==> src/rtl/entrada_bcd_multicampo.sv <==
// Keypad data-entry block: collects NUM_CAMPOS decimal fields of NUM_DIGITOS BCD
// digits each, converts every committed field to binary and hands it off over valid/ready.
module entrada_bcd_multicampo #(
  parameter  int NUM_CAMPOS  = 7,
  parameter  int NUM_DIGITOS = 4,
  parameter  int BIN_W       = 14,
  localparam int CAMPO_W     = (NUM_CAMPOS > 1) ? $clog2(NUM_CAMPOS) : 1
) (
  input  logic                     clk,
  input  logic                     rst_n,
  input  logic [0:9]               IO,
  input  logic                     clear,
  input  logic                     prox,
  input  logic                     apaga,
  output logic [CAMPO_W-1:0]       campo,
  output logic [4*NUM_DIGITOS-1:0] digitos,
  output logic [3:0]               cont_digitos,
  output logic                     ocupado,
  output logic [BIN_W-1:0]         valor,
  output logic [CAMPO_W-1:0]       valor_campo,
  output logic                     valor_valid,
  input  logic                     valor_ready,
  output logic                     completo
);

  localparam int DW     = 4 * NUM_DIGITOS;
  localparam int CONV_W = (NUM_DIGITOS > 1) ? $clog2(NUM_DIGITOS) : 1;

  typedef enum logic [1:0] {ENTRADA, CONVERTE, ENTREGA, COMPLETO} state_t;

  state_t              state, state_d;
  logic [0:9]          io_q;
  logic                clear_q, prox_q, apaga_q;
  logic [0:9]          rise_io;
  logic                ev_clear, ev_prox, ev_apaga, ev_digit;
  logic [3:0]          dval;
  logic [BIN_W-1:0]    acc;
  logic [DW-1:0]       conv_sr;
  logic [CONV_W-1:0]   conv_cnt;
  logic                ultimo;

  // NOTE: every register in this block uses <= so all flops see pre-edge values;
  // blocking assignments here would create order-dependent simulation races.
  always_ff @(posedge clk or negedge rst_n) begin
    if (!rst_n) begin
      io_q    <= '0;
      clear_q <= 1'b0;
      prox_q  <= 1'b0;
      apaga_q <= 1'b0;
    end else begin
      io_q    <= IO;
      clear_q <= clear;
      prox_q  <= prox;
      apaga_q <= apaga;
    end
  end

  assign rise_io  = IO & ~io_q;
  assign ev_clear = clear & ~clear_q;
  assign ev_prox  = prox  & ~prox_q;
  assign ev_apaga = apaga & ~apaga_q;
  // Two keys rising together is ambiguous, so it is not a digit at all.
  assign ev_digit = $onehot(rise_io);
  assign ultimo   = (campo == CAMPO_W'(NUM_CAMPOS - 1));

  // NOTE: dval gets a default before the loop so this stays combinational (no latch)
  // on cycles where no key rises.
  always_comb begin
    dval = 4'd0;
    for (int k = 0; k < 10; k++) begin
      if (rise_io[k]) dval = 4'(k);
    end
  end

  always_ff @(posedge clk or negedge rst_n) begin
    if (!rst_n) state <= ENTRADA;
    else        state <= state_d;
  end

  always_comb begin
    state_d = state;
    case (state)
      ENTRADA:  if (ev_prox) state_d = CONVERTE;
      CONVERTE: if (conv_cnt == CONV_W'(NUM_DIGITOS - 1)) state_d = ENTREGA;
      ENTREGA:  if (valor_ready) state_d = ultimo ? COMPLETO : ENTRADA;
      COMPLETO: if (ev_prox) state_d = ENTRADA;
      default:  state_d = ENTRADA;
    endcase
    if (ev_clear) state_d = ENTRADA;
  end

  always_ff @(posedge clk or negedge rst_n) begin
    if (!rst_n) begin
      campo        <= '0;
      digitos      <= '0;
      cont_digitos <= 4'd0;
      acc          <= '0;
      conv_sr      <= '0;
      conv_cnt     <= '0;
    end else if (ev_clear || (state == COMPLETO && ev_prox)) begin
      campo        <= '0;
      digitos      <= '0;
      cont_digitos <= 4'd0;
      acc          <= '0;
      conv_sr      <= '0;
      conv_cnt     <= '0;
    end else begin
      case (state)
        ENTRADA: begin
          if (ev_prox) begin
            // Conversion works on a private copy so the display keeps the committed digits.
            acc      <= '0;
            conv_cnt <= '0;
            conv_sr  <= digitos;
          end else if (ev_apaga) begin
            if (cont_digitos != 4'd0) begin
              digitos      <= digitos >> 4;
              cont_digitos <= cont_digitos - 4'd1;
            end
          end else if (ev_digit && cont_digitos < 4'(NUM_DIGITOS)) begin
            digitos      <= (digitos << 4) | DW'(dval);
            cont_digitos <= cont_digitos + 4'd1;
          end
        end
        CONVERTE: begin
          acc      <= acc * BIN_W'(10) + BIN_W'(conv_sr[DW-1 -: 4]);
          conv_sr  <= conv_sr << 4;
          conv_cnt <= conv_cnt + 1'b1;
        end
        ENTREGA: begin
          if (valor_ready && !ultimo) begin
            campo        <= campo + 1'b1;
            digitos      <= '0;
            cont_digitos <= 4'd0;
          end
        end
        default: ;
      endcase
    end
  end

  assign ocupado     = (state == CONVERTE);
  assign valor_valid = (state == ENTREGA);
  assign completo    = (state == COMPLETO);
  assign valor       = acc;
  assign valor_campo = campo;

endmodule

==> config.mk <==
export PLATFORM = sky130hd
export DESIGN_NAME = entrada_bcd_multicampo
export DESIGN_NICKNAME = d
export VERILOG_FILES = /design/src/rtl/entrada_bcd_multicampo.sv
export SDC_FILE = /design/constraint.sdc
export NUM_CORES = 1
export LEC_CHECK = 0
export CORE_ASPECT_RATIO = 1.5
export CORE_UTILIZATION = 60
export DETAILED_ROUTE_END_ITERATION = 6
export PLACE_DENSITY = 0.86
export SYNTH_ARGS = -nofsm -noshare
export SYNTH_HDL_FRONTEND = slang
export SYNTH_SLANG_ARGS = --single-unit
==> constraint.sdc <==
create_clock -name clk -period 11.68 [get_ports clk]
set_input_delay 2.336 -clock clk [delete_from_list [all_inputs] [get_ports clk]]
set_output_delay 2.336 -clock clk [all_outputs]
set_load 0.02 [all_outputs]
# --- Word-level counts from Yosys, hierarchy flattened ---
# Index checks and enable logic that the tools add are counted.
classes:
  div_mod_pow: 0
  n_lt_le_gt_ge: 1
  n_mul: 1
  shifts: 0
  n_mux: 41
  addsub: 14
  eq_ne: 15
  n_reduce_logical: 15
  bitwise_logic: 9
ops:
  columns: ["operator", "count"]
  rows:
  - ["$mux W16", 8]
  - ["$pmux W16 S2", 2]
  - ["$mux W4", 14]
  - ["$mux W14", 2]
  - ["$pmux W14 S2", 1]
  - ["$or A16 B4 Y16", 1]
  - ["$add A14 B4 Y14", 1]
  - ["$mul A14 B3 Y13 const B", 1]
  - ["$mux W2", 7]
  - ["$ne A3 B1 Y1 const B", 4]
  - ["$add A1 B1 Y2", 5]
  - ["$and A10 B10 Y10", 1]
  - ["$not A10 Y10", 1]
  - ["$mux W3", 3]
  - ["$ne A3 B3 Y1 const B", 3]
  - ["$ne A4 B4 Y1 const B", 2]
  - ["$pmux W2 S4", 1]
  - ["$pmux W4 S2", 1]
  - ["$add A2 B2 Y3", 2]
  - ["$eq A2 B2 Y1 const B", 3]
  - ["$reduce_bool A3 Y1", 2]
  - ["$reduce_and A5 Y1", 1]
  - ["$add A3 B3 Y4", 1]
  - ["$add A4 B1 Y4 const B", 1]
  - ["other kinds (20)", 28]
word_totals:
  register_bits: 70
  output_inout_bits: 43
  ramBits: 0
  rom_bits: 0
  memories: 0
  latch_bits: 0
  inputBits: 16

# --- Depth between registers and ports, before layout ---
# Gate-level depths: netlist of run 1.
depth:
  depth_word: 17
  mapped_depth: 17
  mapped_depth_nobuf: 16

# --- Worst setup path after synthesis of run 1 ---
# No wires, ideal clock.
synth_path:
  path_kind: "input port to flip-flop"
  startpoint: "input IO[8] in the netlist's numbering"
  endpoint: "register digitos[1]"
  required_ns: 11.603
  arrival_time_ns: 5.980
  cell_stages: 16
  path_slack_ns: 5.623
  n_path_buf: 1
  setup_time_ns: 0.077
  path_cell_list: "nor2b_1 -> inv_1 -> fa_1 -> fa_1 -> fa_1 -> inv_1 -> ha_1 -> inv_1 -> fa_1 -> a2111oi_0 -> a21oi_1 -> o21ai_1 -> nand4b_1 -> or3_4 -> buf_2 -> o21ai_1"
synth_via:
  elab_chain_cells: 9
synth_rtl:
  columns: ["item", "line_no", "source"]
  rows:
  - ["from (decl)", "11", "input logic [0:9] IO,"]
  - ["$and A10 B10 Y10 *", "58", "assign rise_io = IO & ~io_q;"]
  - ["$add A1 B1 Y2 (not written as such) or $mux W4 (tied branches)", "63, 71", null]
  - ["$add A2 B2 Y3 (not written as such) or $mux W4 (tied branches)", "63, 71", null]
  - ["$add A3 B3 Y4 (not written as such) or $or A16 B4 Y16 (tied branches)", "63, 121", null]
  - ["$add A4 B2 Y4 (not written as such) or $mux W16 (tied branches)", "63, 120", null]
  - ["$eq A4 B1 Y1 or $mux W16 (tied branches)", "63, 115", null]
  - ["$logic_and A1 B1 Y1 or $mux W16 (tied branches)", "120, 110", null]
  - ["$ne A4 B4 Y1 (no line) or $pmux W16 S2 (tied branches)", null, null]
  - ["$reduce_and A5 Y1 (no line) or $mux W16 (tied branches)", null, null]
  - ["to (signal assigned)", "117", "digitos <= digitos >> 4;"]
  - ["to (signal assigned)", "121", "digitos <= (digitos << 4) | DW'(dval);"]
  - ["to (decl)", "16", "output logic [4*NUM_DIGITOS-1:0] digitos,"]
# Mark *: on every way between the ends. The rest lies on a longest branch, timed or not. The select of a mux whose other input is x is not followed.
# A chain may end at the register's enable or synchronous reset.

# --- Worst setup path in the final report of run 1 ---
layout_path:
  startpoint: "input IO[8] in the netlist's numbering"
  endpoint: "register cont_digitos[3]"
layout_via:
  elab_chain_cells: 9
layout_rtl:
  columns: ["item", "line_no", "source"]
  rows:
  - ["$and A10 B10 Y10", "58", null]
  - ["$add A1 B1 Y2 (not written as such)", "63", "assign ev_digit = $onehot(rise_io);"]
  - ["$add A2 B2 Y3 (not written as such)", "63", null]
  - ["$add A3 B3 Y4 (not written as such)", "63", null]
  - ["$add A4 B2 Y4 (not written as such)", "63", null]
  - ["$eq A4 B1 Y1", "63", null]
  - ["$logic_and A1 B1 Y1", "120", "end else if (ev_digit && cont_digitos < 4'(NUM_DIGITOS)) begin"]
  - ["$ne A4 B4 Y1 (no line)", null, null]
  - ["$reduce_and A5 Y1 (no line)", null, null]
  - ["to (signal assigned)", "118", "cont_digitos <= cont_digitos - 4'd1;"]
  - ["to (signal assigned)", "122", "cont_digitos <= cont_digitos + 4'd1;"]
  - ["to (decl)", "17", "output logic [3:0] cont_digitos,"]
# Every way passes these cells.

==> metrics.md, run 1 <==
| Metric | Value |
|---|---|
| Compound-Gate Fraction of Synth Area | between 15 and 20% |
| Ranking of synthesized cells by area | dfrtp_1, ha_1, nand2_1, mux2i_1, fa_1 |
| Number of sinks on the clock net | 70 |
| Proportion of power drawn by combinational gates | 29.5% |
| Switching power | 246 uW |
| Tmin final | a little under 7000 ps |
| Number of global-route vias before repair | 3440 |
| Most used cell along the critical path | fa_1 |
| Standard cell core area | between 6000 and 7000 sq um |
| Min-delay worst type | flip-flop to flip-flop |
| Number of top-level pins | between 50 and 60 |
| Total wire length | 9210 um |
| Synth Net Count | 471 |
| Gate Count Post-Synth | 416 |
| Final Core Density | 74.1% |
| Data arrival at the endpoint of the critical path | 7070 ps |
| DIE HEIGHT | 105 um |
| Number of remaining DRC errors | 5 |
| Number of max-capacitance violations reported | 0 |
| Number of distinct library cell variants in the gate-level netlist after synthesis | between 50 and 60 |
| Largest delay share family, worst path | adder cells |
| Gates resized, CTS repair | 0 |
| Xor/xnor share of the synthesized area | 5.38% |
| Number of H-tree levels | 3 |
| Fraction of post-synthesis cell area in the top cell type by area | between 40% and 50% |
| Area delta synth->final | 20.0% |
| Weighted congestion reported at the end of routability-driven placement | 0.838 |
| Cell Int Power | 499 uW |
| Warning count from the yosys run | 0 |
| Combined global-route utilization of all metal layers | between 20% and 30% |
| Largest area contributor in the netlist | dfrtp_1 |
| Routed wire per std cell | 16.7 um |
| Die outline area | around 7400 sq um |
| Most frequently used flop master after synthesis | dfrtp_1 |
| Simple-Gate Fraction of Synth Area | 14.9% |
| Post-layout nets | 523 |
| Slew headroom | 23.0% |
| Slowest stage delay, CP | 540 ps |
| CTS clock-pin slew for the worst setup and hold paths | 70 ps |
| Multiplexer area fraction after synthesis | 5.00% |
| Async set or reset register ratio after synthesis | 100% |
| Min Hold Slack | 484 ps |
| Required arrival time at the worst endpoint | 11920 ps |
| GR Overflow Total | 0 |
| Initial Util | around three fifths |
| Highest clock rate | 0.146 GHz |
| Bufs and invs on worst path | 4 |
| Sum of internal, switching and leakage power | 745 uW |
| Largest family of logic cells by synthesized area | compound AO/OA/AOI/OAI gates |
| Final worst-path cycle share | 58.5% |
| PortBufs | 58 |
| Average size of a mapped cell | 10.2 sq um |
| Detailed placement HPWL | 6780 um |
| Number of buffers on the longest clock path | 2 |
| Vias per cell | 5.97 |
| Crit path max-delay cell type | fa_1 |
| Maximum fanout along the worst path | 25 |
| Transition time of the tightest slew-check pin | ~1200 ps |
| Number of violations reported at the end of detailed-routing iteration 0 | 153 |
| Mapped Area | about 4200 sq um |
| Sequence of cells on the critical path | clkdlybuf4s50_1 -> nor2b_1 -> inv_1 -> fa_1 -> fa_1 -> fa_1 -> inv_1 -> ha_1 -> inv_1 -> fa_1 -> a2111oi_0 -> a21oi_1 -> o21ai_1 -> nand4b_1 -> o211a_1 -> a211o_1 |
| Total power divided by cell area | 147 nW/um^2 |
| Post-Synth Adder-Cell Area | 13.1% |
| Number of antenna-violating nets in the routed design | 0 |
| Initial antenna violation count | 0 |
| Final Max Slew Viols | 0 |
| Status | complete, but fails checks |
| Unrepaired setup endpoints after global routing | false |
| Fill cell instance count of the final layout | 484 |
| Row count | 37 |
| Clock Power Share | 30.3% |
| Clock tree skew after final layout | between 8 and 9 ps |
| Net switching share of the total power | 33.0% |
| Die boundary width | between 70 and 80 um |
| Share of layout cells above drive strength 1 | 6.55% |
| Hold buffers post-CTS | 0 |
| TritonCTS buffer count | 9 |
| Crit Path Class | input pin to flip-flop |
| Hold Vio Cnt, Final | 0 |
| Sequential share of power | 40.1% |
| Peak supply drop | 139 uV |
| Largest net degree at the start of global routing | 71 |
| CTS tree | yes |
| Flops & latches, synth | 70 |
| Number of iterations in the first detailed-routing pass | 7 |
| Insertion delay of the later-clocked pin in the worst-skew pair | between 300 and 400 ps |
| TNS Setup | 0 ps |
| Nature of the critical path endpoint | flip-flop |
| Setup violators final | 0 |
| Number of buffers inserted by post-CTS setup repair | 0 |
| Antenna diode instance count | 0 |
| Number of enable-type register cells in the synthesized netlist | 0 |
| Leak Pwr | between 2 and 2.5 nW |
| Global-route wire length before repair | 16100 um |
| Critical path launch point type | input pin |
| Post-synthesis sequential area ratio | 41.4% |
| Via count | 3291 |
| Failing checks | DRC |
| Root Driver | clkbuf_8 |
[tightest hold or removal path, cell delays in order, from the launching register on]
cell     delay [ps]
dfrtp_1         350
nand2_1          40
o21ai_0          60
[cells by family after synthesis]
logic type               after synthesis
multiplexers                          21
AO/OA/AOI/OAI                         94
AND/OR/NAND/NOR                      125
buffers and inverters                 41
flip-flops                            70
adder cells (fa/ha/maj)               39
XOR/XNOR                              26
[cells in the mapped netlist (2+ instances only)]
cell,count
dfrtp_1,70
nand2_1,57
ha_1,30
inv_1,21
mux2i_1,20
nor2_1,19
xnor2_1,19
o21ai_0,15
a22o_1,14
nand2b_1,14
o31ai_1,14
a21oi_1,12
o21ai_1,12
clkbuf_1,11
fa_1,9
nor2b_1,7
xor2_1,7
buf_2,6
nand3_1,5
a21o_1,3
a22oi_1,3
and2_1,3
buf_4,3
nand4_1,3
nand4b_1,3
o22ai_1,3
a2111oi_0,2
nor3_1,2
nor3b_1,2
[worst paths after layout]
| path | start | endpoint | slack, ps | depth (start not counted) |
|---|---|---|---|---|
| setup / recovery | IO[8] | cont_digitos[3]$_DFFE_PN0P_ | 4850 | 16 |
| hold / removal | conv_sr[0]$_DFFE_PN0P_ | conv_sr[0]$_DFFE_PN0P_ | 480 | 2 |
| setup reg to reg | io_q[8]$_DFF_PN0_ | cont_digitos[3]$_DFFE_PN0P_ | 6980 | 15 |
| hold reg to reg | conv_sr[0]$_DFFE_PN0P_ | conv_sr[0]$_DFFE_PN0P_ | 480 | 2 |
| max in group asynchronous | rst_n | state[1]$_DFFE_PN0P_ | 8920 | 2 |
| min in group asynchronous | rst_n | io_q[6]$_DFF_PN0_ | 2150 | 2 |
[power by group through the flow]
stage | clock (mW) | combinational [mW] | sequential, mW
after floorplan | 0 | 0.132 | 0.312
after global placement | 0 | 0.211 | 0.301
after detailed placement | 0 | 0.220 | 0.302
after CTS | 0.231 | 0.221 | 0.299
after global routing | 0.239 | 0.243 | 0.302
final | 0.226 | 0.220 | 0.299
[routing by layer]
metal / up-vias / global-route usage, % / part of all wire (%) / wire length [um]
met3: 14 / 5.21 / 4.1 / 377
met5: - / 0 / 0 / 0
met2: 88 / 49.8 / 55 / 5090
met1: 1623 / 32.4 / 39 / 3560
li1: 1566 / - / - / -
met4: 0 / 11.7 / 2.0 / 180
[metrics by stage]
stage	setup slack (ps)	cell area (sq um)	cells
5_1_grt	4590	5080	551
6_report	4850	5080	551
3_3_place_gp	4740	4840	535
2_1_floorplan	5620	4230	416
4_1_cts	4890	5080	551
3_5_place_dp	4530	4840	535
[cell type report]
cell class	instances	area [sq um]	area share (%)
Inverter	21	78.8	1.55
Clock inverter	3	65.1	1.28
Multi-Input combinational cell	305	2320	45.6
Clock buffer	13	169	3.33
Timing Repair Buffer	61	598	11.8
Sequential cell	70	1750	34.5
Tap cell	78	97.6	1.92
[flip-flops by register name (all words and copies together), names as in the netlist]
name and count:
clear_q 1, conv_sr 16, conv_cnt 2, io_q 10, valor 14, apaga_q 1, digitos 16, prox_q 1
cont_digitos 4, state 2, campo 3
[cell usage in the layout (no fill, tap or decap), types with 3 or more instances in the layout]
cell and count:
a21o_1 3, a21oi_1 11, a22o_1 14, a22oi_1 3, and2_1 3, buf_4 3, clkbuf_8 12, clkdlybuf4s50_1 57
dfrtp_1 70, fa_1 9, ha_1 30, inv_1 21, mux2i_1 20, nand2_1 57, nand2b_1 14, nand3_1 5
nand4_1 3, nand4b_1 3, nor2_1 19, nor2b_1 7, o21ai_0 15, o21ai_1 12, o22ai_1 3, o31ai_1 14
xnor2_1 19, xor2_1 7
No activity file was read; power rests on OpenSTA's default activity.
==> run 2, diff against run 1 <==
Settings changed: CORE_UTILIZATION 60 to 55, PLACE_DENSITY 0.86 to 0.8.
Clock period 11.68 ns to 6.9 ns, I/O delays scaled along.
==> run 2 against run 1 <==
  * The flow now finishes without violations
  * Critical path depth did not move
  * Sequential share of layout area increased by 0.094 points
  * Wire length fell by 1.4%
  * Final cell count increased by 4.0%
  * Total power grew 61%
  * Via count shrank 1.9%
  * Register-to-register slack lost 4600 ps
  * Die area grew 8.9%
  * Flip-flop and latch count unchanged
  * Cell area down 0.27%
  * Global-route usage down 3.5 points
==> metrics.md, run 2 (synthesized netlist as in run 1, its figures left out) <==
| Metric | Value |
|---|---|
| Area delta synth->final | 19.7% |
| TritonCTS buffer count | 9 |
| Min-delay worst type | flip-flop to flip-flop |
| Cell Int Power | 789 uW |
| Number of max-capacitance violations reported | 0 |
| Root Driver | clkbuf_8 |
| Die boundary width | 73.6 um |
| Initial Util | 57.8% |
| CTS clock-pin slew for the worst setup and hold paths | 70 ps |
| Number of iterations in the first detailed-routing pass | 4 |
| Die outline area | 8050 sq um |
| Sum of internal, switching and leakage power | around 1.2 mW |
| Number of global-route vias before repair | 3163 |
| Vias per cell | between 5 and 6 |
| Hold Vio Cnt, Final | 0 |
| Routed wire per std cell | 15.8 um |
| Insertion delay of the later-clocked pin in the worst-skew pair | approximately 350 ps |
| Hold buffers post-CTS | 0 |
| Critical path launch point type | input pin |
| Final worst-path cycle share | about 83% |
| Final critical-path setup slack | roughly 1200 ps |
| Clock tree skew after final layout | 11.3 ps |
| Number of buffers inserted by post-CTS setup repair | 0 |
| DIE HEIGHT | 109 um |
| TNS Setup | 0 ps |
| Peak supply drop | 235 uV |
| Switching power | 414 uW |
| Number of buffers on the longest clock path | 2 |
| Number of H-tree levels | 3 |
| Number of top-level pins | 59 |
| Number of antenna-violating nets in the routed design | 0 |
| Row count | 38 |
| Top library cells by usage in the layout, fill and taps aside | dfrtp_1, nand2_1, clkdlybuf4s50_1 |
| Cell area after placement | 4870 sq um |
| Nature of the critical path endpoint | flip-flop |
| Leak Pwr | 2.27 nW |
| Required arrival time at the worst endpoint | 7130 ps |
| Transition time of the tightest slew-check pin | 1180 ps |
| Number of violations reported at the end of detailed-routing iteration 0 | 116 |
| Clock Power Share | 27.2% |
| CTS tree | yes |
| Sequential share of power | 42.1% |
| Post-layout nets | between 500 and 600 |
| Detailed placement HPWL | 6760 um |
| Routing layer with the top usage in global route | met2 |
| Via count | 3227 |
| Unrepaired setup endpoints after global routing | false |
| GR Overflow Total | 0 |
| Met2 demand-to-capacity share in global routing | 43.8% |
| Slew headroom | 21.2% |
| Number of remaining DRC errors | 0 |
| PortBufs | 58 |
| Antenna diode instance count | 0 |
| Largest net degree at the start of global routing | 71 |
| Initial antenna violation count | 0 |
| Standard cell core area | around 7300 sq um |
| Total power divided by cell area | 238 nW/um^2 |
| Met1 track demand over resource | 28.6% |
| Data arrival at the endpoint of the critical path | 5950 ps |
| Tmin final | 5720 ps |
| Net switching share of the total power | 34.4% |
| Combined global-route utilization of all metal layers | approximately 24% |
| Worst slack at placement | between 800 and 900 ps |
| Gates resized, CTS repair | 0 |
| Weighted congestion reported at the end of routability-driven placement | around 0.85 |
| Setup violators final | 0 |
| Most common cell after layout, fill and taps aside | dfrtp_1 |
| Highest clock rate | 0.175 GHz |
| Met3 usage in global routing | 4.12% |
| Share of layout cells above drive strength 1 | approximately 6.1% |
| Global-route wire length before repair | between 10000 and 15000 um |
| Final std cell area, no fill | 5060 sq um |
| Status | completed |
| Maximum fanout along the worst path | 25 |
| Total wire length | 9080 um |
| Proportion of power drawn by combinational gates | 30.7% |
| Final Max Slew Viols | 0 |
| Crit Path Class | input pin to flip-flop |
| Number of sinks on the clock net | 70 |
-- run 2: cell count changes in the layout (fill, tap and decap cells not counted) --
cell / delta
bufinv_16: -1
clkinv_4: +1
clkbuf_1: +2
clkbuf_8: -2
-- run 2: layout make-up --
cell class | count | area (sq um)
timing repair buffer | 61 | 598
clock buffer | 13 | 149
sequential | 70 | 1750
clock inverter | 3 | 43.8
fill | 578 | 2260
multi-input combinational | 305 | 2320
inverter | 21 | 78.8
tap | 100 | 125
-- run 2: path summary, 6_finish.rpt --
kind / start / endpoint / slack [ps] / cells after the start
worst max register to register: io_q[8]$_DFF_PN0_ / cont_digitos[3]$_DFFE_PN0P_ / 2360 / 15
max in group asynchronous: rst_n / conv_sr[2]$_DFFE_PN0P_ / 5110 / 2
worst min-delay path: conv_sr[10]$_DFFE_PN0P_ / conv_sr[10]$_DFFE_PN0P_ / 490 / 2
min in group asynchronous: rst_n / clear_q$_DFF_PN0_ / 1220 / 2
worst max-delay path: IO[8] / cont_digitos[3]$_DFFE_PN0P_ / 1180 / 16
worst min register to register: conv_sr[10]$_DFFE_PN0P_ / conv_sr[10]$_DFFE_PN0P_ / 490 / 2
-- run 2: metal layers --
| layer | wire length [um] | share of wire, % |
|---|---|---|
| met1 | 3690 | 41 |
| met2 | 4890 | 54 |
| met3 | 314 | 3.5 |
| met4 | 188 | 2.1 |
| met5 | 0 | 0 |
-- run 2: stage by stage --
step	hold slack, ps	util [%]	cells
after floorplan	448	-	416
after global placement	461	66.5	557
after detailed placement	470	66.5	557
after CTS	486	69.1	573
after global routing	509	69.1	573
final	485	69.1	573
-- run 2: power groups by stage --
stage               registers [mW]  logic, mW  clock network [mW]
floorplan                    0.528      0.224                   0
global placement             0.511      0.360                   0
detailed placement           0.512      0.370                   0
CTS                          0.506      0.373               0.331
global route                 0.514      0.408               0.350
finish                       0.506      0.370               0.327
-- run 2: worst max-delay path: stages --
cell	delay, ps
clkdlybuf4s50_1	470
nor2b_1	200
inv_1	100
fa_1	500
fa_1	540
fa_1	410
inv_1	70
ha_1	160
inv_1	60
fa_1	370
a2111oi_0	390
a21oi_1	80
o21ai_1	140
nand4b_1	160
o211a_1	520
a211o_1	400
